--- src/rtl/hazard_ctrl.sv ---
// Load-use stall and taken-branch flush controller for a 5-stage pipeline,
// with saturating stall-cycle and flush performance counters.
module hazard_ctrl #(
    parameter int unsigned STALL_CYCLES = 1,
    parameter int unsigned ZERO_REG     = 1,
    parameter int unsigned CNT_W        = 16
) (
    input  logic             clk,
    input  logic             rst,
    input  logic [2:0]       id_rs,
    input  logic [2:0]       id_rt,
    input  logic             id_uses_rt,
    input  logic             ex_memread,
    input  logic [2:0]       ex_writereg,
    input  logic             ex_branch_taken,
    output logic             pc_write,
    output logic             ifid_write,
    output logic             idex_bubble,
    output logic             ifid_flush,
    output logic             busy,
    output logic [CNT_W-1:0] stall_count,
    output logic [CNT_W-1:0] flush_count
);

    localparam logic [2:0] REM_INIT = 3'(STALL_CYCLES - 1);
    localparam logic       MULTI    = (STALL_CYCLES > 1);

    typedef enum logic {RUN, STALL} state_t;

    state_t     state, state_nxt;
    logic [2:0] rem, rem_nxt;
    logic       hz;
    logic       zero_dst;
    logic       stall_inc;
    logic       flush_inc;

    assign zero_dst = (ZERO_REG != 0) && (ex_writereg == 3'd0);
    assign hz = ex_memread
              && ((ex_writereg == id_rs) || (id_uses_rt && (ex_writereg == id_rt)))
              && !zero_dst;

    // Mealy control outputs; reset overrides everything so X inputs cannot leak
    always_comb begin
        state_nxt   = state;
        rem_nxt     = rem;
        pc_write    = 1'b1;
        ifid_write  = 1'b1;
        idex_bubble = 1'b0;
        ifid_flush  = 1'b0;
        busy        = 1'b0;
        stall_inc   = 1'b0;
        flush_inc   = 1'b0;
        if (rst) begin
            idex_bubble = 1'b1;
            ifid_flush  = 1'b1;
            state_nxt   = RUN;
            rem_nxt     = 3'd0;
        end else begin
            busy = (state == STALL);
            case (state)
                RUN: begin
                    if (ex_branch_taken) begin
                        idex_bubble = 1'b1;
                        ifid_flush  = 1'b1;
                        flush_inc   = 1'b1;
                    end else if (hz) begin
                        pc_write    = 1'b0;
                        ifid_write  = 1'b0;
                        idex_bubble = 1'b1;
                        stall_inc   = 1'b1;
                        rem_nxt     = REM_INIT;
                        state_nxt   = MULTI ? STALL : RUN;
                    end
                end
                STALL: begin
                    if (ex_branch_taken) begin
                        idex_bubble = 1'b1;
                        ifid_flush  = 1'b1;
                        flush_inc   = 1'b1;
                        rem_nxt     = 3'd0;
                        state_nxt   = RUN;
                    end else if (rem != 3'd0) begin
                        // EX holds the bubble we inserted, so hz is not re-checked
                        pc_write    = 1'b0;
                        ifid_write  = 1'b0;
                        idex_bubble = 1'b1;
                        stall_inc   = 1'b1;
                        rem_nxt     = rem - 3'd1;
                        if (rem == 3'd1) state_nxt = RUN;
                    end else begin
                        state_nxt = RUN;
                    end
                end
                default: state_nxt = RUN;
            endcase
        end
    end

    // State and remaining-stall counter
    always_ff @(posedge clk) begin
        if (rst) begin
            state <= RUN;
            rem   <= 3'd0;
        end else begin
            state <= state_nxt;
            rem   <= rem_nxt;
        end
    end

    // Saturating performance counters
    always_ff @(posedge clk) begin
        if (rst) begin
            stall_count <= '0;
            flush_count <= '0;
        end else begin
            if (stall_inc && (stall_count != '1)) stall_count <= stall_count + CNT_W'(1);
            if (flush_inc && (flush_count != '1)) flush_count <= flush_count + CNT_W'(1);
        end
    end

endmodule

--- config.mk ---
export PLATFORM = sky130hd
export DESIGN_NAME = hazard_ctrl
export DESIGN_NICKNAME = d
export VERILOG_FILES = /design/src/rtl/hazard_ctrl.sv
export SDC_FILE = /design/constraint.sdc
export NUM_CORES = 1
export LEC_CHECK = 0
export BUFFER_PORTS_ARGS = -buffer_cell sky130_fd_sc_hd__buf_4
export CAP_MARGIN = 20
export CORE_ASPECT_RATIO = 1.5
export CORE_MARGIN = 3
export CORE_UTILIZATION = 30
export DETAILED_ROUTE_END_ITERATION = 12
export PLACE_DENSITY = 0.54
export SLEW_MARGIN = 0
export SYNTH_ARGS = -nofsm -noshare
export SYNTH_HDL_FRONTEND = slang
export SYNTH_SLANG_ARGS = --single-unit
--- constraint.sdc ---
create_clock -name clk -period 3.45 [get_ports clk]
set_input_delay 0.1725 -clock clk [delete_from_list [all_inputs] [get_ports clk]]
set_output_delay 0.1725 -clock clk [all_outputs]
set_load 0.01 [all_outputs]
=== After elaboration in Yosys (flattened, before gate mapping) ===
Index checks and enable logic that the tools add are counted.

* $add $sub $neg: 3
* Eq/ne operators: 8
* Multiplexer cells: 29
* Bitwise gates (word level): 1
* Reductions and logical operators: 10

{| class="wikitable"
|+ Operator list
! operator !! count
|-
| 16-bit by 1-bit adder with 16-bit output, second input constant || 2
|-
| 16-bit != test, second input constant || 2
|-
| 1-bit two-way mux || 20
|-
| 3-bit two-way mux || 4
|-
| 1-bit one-hot mux with 2 select lines || 4
|-
| 3-bit equality test || 2
|-
| 3-bit one-hot mux with 2 select lines || 1
|-
| 1-bit logical AND || 5
|-
| 2-bit != test, second input constant || 2
|-
| 3-bit by 1-bit equality test with 1-bit output, second input constant || 1
|-
| 3-bit zero test || 1
|-
| 3-bit by 2-bit != test with 1-bit output, second input constant || 1
|-
| 3-bit AND reduction || 1
|-
| 3-bit nonzero test || 1
|-
| 3-bit by 1-bit subtractor with 3-bit output, second input constant || 1
|-
| 1-bit zero test || 1
|-
| 1-bit logical OR || 1
|-
| 1-bit inverter || 1
|}

* Flip-flop bits (word level): 36
* Logic and storage cells: 55

=== Depth between registers and ports, before layout ===
* Word-level depth: 10
* Mapped depth: 8
* Gate-level depth less buffers: 7

=== Worst setup path after synthesis ===
Ideal clock, no wire load.

* Path type: reg2reg
* From: register rem[0]
* To: register stall_count[11]
* Library setup time: 0.121 ns
* Arrival: 1.875 ns
* Slack: 1.454 ns
* Stages on the path, launching flop included: 8
* Cells stage by stage: dfxtp_1 > inv_1 > ha_1 > nor2b_1 > nor3_1 > o21ai_2 > nor4_1 > mux2_2

* Cells in the longest elaborated chain, start to end: 6

{| class="wikitable"
|+ Ends and longest elaborated chain
! element !! line !! source
|-
| from (decl) || 31 || <nowiki>logic [2:0] rem, rem_nxt;</nowiki>
|-
| from (signal assigned) || 106 || <nowiki>rem <= rem_nxt;</nowiki>
|-
| 3-bit nonzero test || 82 || <nowiki>end else if (rem != 3'd0) begin</nowiki>
|-
| 1-bit two-way mux || 82 ||
|-
| 1-bit two-way mux || 76 || <nowiki>if (ex_branch_taken) begin</nowiki>
|-
| 1-bit one-hot mux with 2 select lines || 60 || <nowiki>case (state)</nowiki>
|-
| 1-bit two-way mux || 53 || <nowiki>if (rst) begin</nowiki>
|-
| 1-bit logical AND || 116 || <nowiki>if (stall_inc && (stall_count != '1)) stall_count <= stall_count + CNT_W'(1);</nowiki>
|-
| to (signal assigned) || 116 ||
|-
| to (decl) || 21 || <nowiki>output logic [CNT_W-1:0] stall_count,</nowiki>
|}

No other way between the ends.
A chain may end at the register's enable or synchronous reset.

=== Worst setup path in the final report ===
Same ends and word-level chain as after synthesis.

==> metrics.md <==
| Metric | Value |
|---|---|
| Fin area | `0.00242 sq mm` |
| H-Tree Level Count | `2` |
| Clock tree buffer depth | `2` |
| Drt via density | `4.97` |
| Vias in the first global route | `1742` |
| Avg Cell Area, Syn | `8.43 sq um` |
| Power Dens Cells | `327 mW/mm^2` |
| FMAX | `431 MHz` |
| Layout area overhead | `25.0%` |
| CTS Sinks | `36` |
| Die Ht | `104 um` |
| Routed wire per std cell | `12.3 um` |
| Crit-path slowest cell | `nor3_1` |
| Largest net degree at the start of global routing | `45` |
| Seq cells post-synth | `36` |
| Post-layout min period | `2.32 ns` |
| Layout cells sized above 1 | `23.9%` |
| Setup TNS | `0 ns` |
| Horiz. Die Dim | `71.6 um` |
| Die area | `0.00748 sq mm` |
| Multi-input gate area | `0.00111 sq mm` |
| Total global routing overflow | `0` |
| Max-slew headroom | `55.9%` |
| Slowest stage delay, CP | `0.37 ns` |
| # rows | `35` |
| Vias | `1759` |
| DP Wirelength | `3200 um` |
| RePlAce Congestion | `0.717` |
| Hold_buf cts | `0` |
| Synth cell types | `37` |
| Pre-CTS setup slack | `1.14 ns` |
| Wire length on met1 | `1890 um` |
| Status | `finished, final reports clean` |
| First-pass GRT wire length | `7770 um` |
| CP Launch Type | `register` |
| DR iter-0 viols | `55` |
| Critical path class | `register to register` |
| VDD IR max | `169 uV` |
| Setup ws final | `1.13 ns` |
| CP Buf/Inv Count | `1` |
| Sequential Area | `721 sq um` |
| Yosys warns | `0` |
| DR WL met3 | `300 um` |
| ANT nets after route | `0` |
| Antenna diodes | `0` |
| Fin Clk Skew | `0.00798 ns` |
| Slew Viols, Final | `0` |
| DRT Pass-1 Iters | `4` |
| Cts repair resizes | `0` |
| Syn Nets | `249` |
| Asr flop ratio synth | `0%` |
| Sequential share of the synthesized area | `37.2%` |
| Total Wirelength | `4350 um` |
| Post-synthesis cell count | `230` |
| Leakage | `0.918 nW` |
| Placed Area | `0.00233 sq mm` |
| Min Hold Slack | `0.291 ns` |
| PortBufs | `50` |
| Crit-path leading delay family | `simple AND/OR/NAND/NOR gates` |
| Setup Buffers After CTS | `0` |
| Worst hold path class | `input port to register` |
| Fillers | `662` |
| Boundary Pins | `51` |
| Clk Latency, worst-skew pair | `0.29 ns` |
| Critical path cell sequence | `inv_1 -> ha_1 -> nor2b_1 -> nor3_1 -> o21ai_2 -> nor4_1 -> mux2_2` |
| Antenna violations before repair | `0` |
| Starting density of the core | `31.2%` |
| Num CTS Buffers | `5` |
| Worst Path Max Fanout | `18` |
| RSZ-0062 raised after global routing | `false` |
| Fin. Hold Viols | `0` |
| Max_cap viols | `0` |
| DR WL met2 | `2090 um` |
| Worst EP required | `3.63 ns` |
| Post-synth EDFFs | `0` |
| Tcrit/Tclk final | `67.2%` |
| DR DRC count | `0` |
| Total core area | `0.00622 sq mm` |
| Net count, final | `298` |
| Worst-Margin Slew | `0.661 ns` |
| Worst-path clk slew | `0.08 ns` |
| CP arrival | `2.50 ns` |
| Ys flop type | `dfxtp_1` |
| Root Buffer | `clkbuf_8` |
| GRT Total Usage | `12.5%` |
| Endpoints failing setup | `0` |
| CTS tree | `done` |
| CP Capture Type | `register` |
| Mapped cell area | `0.00194 sq mm` |
| Highest Signal Layer | `met4` |
-- sequential cells by signal (all words and copies together), names as in the netlist --
name and count:
rem 3, flush_count 16, stall_count 16, state 1
-- cells in the final DEF, fill, tap and decap left out, drive strengths merged --
cell type | netlist | routed
a2111oi | 1 | 1
a211oi | 2 | 2
a21boi | 1 | 1
a21oi | 15 | 15
and3 | 4 | 4
and4 | 3 | 3
and4b | 1 | 1
buf | 4 | 50
clkbuf | 4 | 6
clkinv | 0 | 2
dfxtp | 36 | 36
ha | 5 | 5
inv | 7 | 7
mux2 | 4 | 4
mux2i | 3 | 3
nand2 | 16 | 16
nand2b | 1 | 1
nand3 | 10 | 10
nand4 | 7 | 7
nor2 | 40 | 40
nor2b | 5 | 5
nor3 | 5 | 5
nor4 | 2 | 2
o2111ai | 1 | 1
o211ai | 3 | 3
o21ai | 9 | 9
o31ai | 6 | 6
o32a | 1 | 1
or2 | 1 | 1
or3 | 6 | 6
or4 | 5 | 5
xnor2 | 13 | 13
xor2 | 9 | 9
-- cell type report --
| class | instances | share of cell area (%) |
|---|---|---|
| Inverter | 7 | 1.08 |
| Sequential cell | 36 | 29.8 |
| Multi-Input combinational cell | 179 | 46.0 |
| Tap cell | 74 | 3.82 |
| Clock inverter | 2 | 0.413 |
| Timing Repair Buffer | 50 | 15.5 |
| Clock buffer | 6 | 3.41 |
-- metrics by stage --
stage               power (mW)  cells  utilization (%)
floorplan                0.466    230                -
global placement         0.489    346             37.5
detailed placement       0.489    346             37.5
CTS                      0.805    354             39.0
global route             0.833    354             39.0
finish                   0.791    354             39.0
-- per-layer routing --
metal  GRT usage [%]  vias up
li1                -      909
met1            14.5      802
met2            21.6       41
met3            3.38        7
met4            4.44        0
met5               0        -
-- report_power, final --
part / total (mW) / switching, mW / internal, mW
registers: 0.422 / 0.00376 / 0.418
clock network: 0.313 / 0.153 / 0.159
logic: 0.0563 / 0.0296 / 0.0267
-- path summary, 6_finish.rpt --
path	start	to	slack, ns	depth (start not counted)
setup / recovery	rem[0]	stall_count[11]	1.13	7
hold / removal	ex_branch_taken	rem[1]	0.29	3
setup reg to reg	rem[0]	stall_count[11]	1.13	7
hold reg to reg	flush_count[9]	flush_count[9]	0.50	2
-- logic make-up after synthesis --
logic type	count (synthesis)	share of synthesized area, %
multiplexers	7	3.87
adder cells (fa/ha/maj)	5	3.23
AND/OR/NAND/NOR	106	27.0
buffers and inverters	15	5.29
AO/OA/AOI/OAI	39	13.4
XOR/XNOR	22	9.94
flip-flops	36	37.2
-- tightest hold or removal path: cells and delay by family --
| family | cells | cell delay, ns |
|---|---|---|
| compound gates | 1 | 0.08 |
| buf+inv | 1 | 0.15 |
| simple gates | 1 | 0.12 |
-- cell usage after synthesis (3+ instances only) --
master / number / area [sq um]
nor2b_1: 5 / 31.3
xor2_1: 9 / 78.8
o211ai_1: 3 / 22.5
or4_1: 5 / 37.5
mux2_2: 4 / 45.0
dfxtp_1: 36 / 721
or3_1: 4 / 25.0
and4_1: 3 / 26.3
xnor2_1: 13 / 114
mux2i_1: 3 / 30.0
and3_1: 4 / 25.0
nor3_1: 5 / 25.0
nand4_1: 7 / 43.8
inv_1: 7 / 26.3
buf_6: 3 / 33.8
a21oi_1: 15 / 75.1
nand2_1: 16 / 60.1
o31ai_1: 6 / 45.0
nor2_1: 40 / 150
o21ai_0: 7 / 35.0
nand3_1: 10 / 50.1
ha_1: 5 / 62.6
Power figures use the tool's default switching activity.
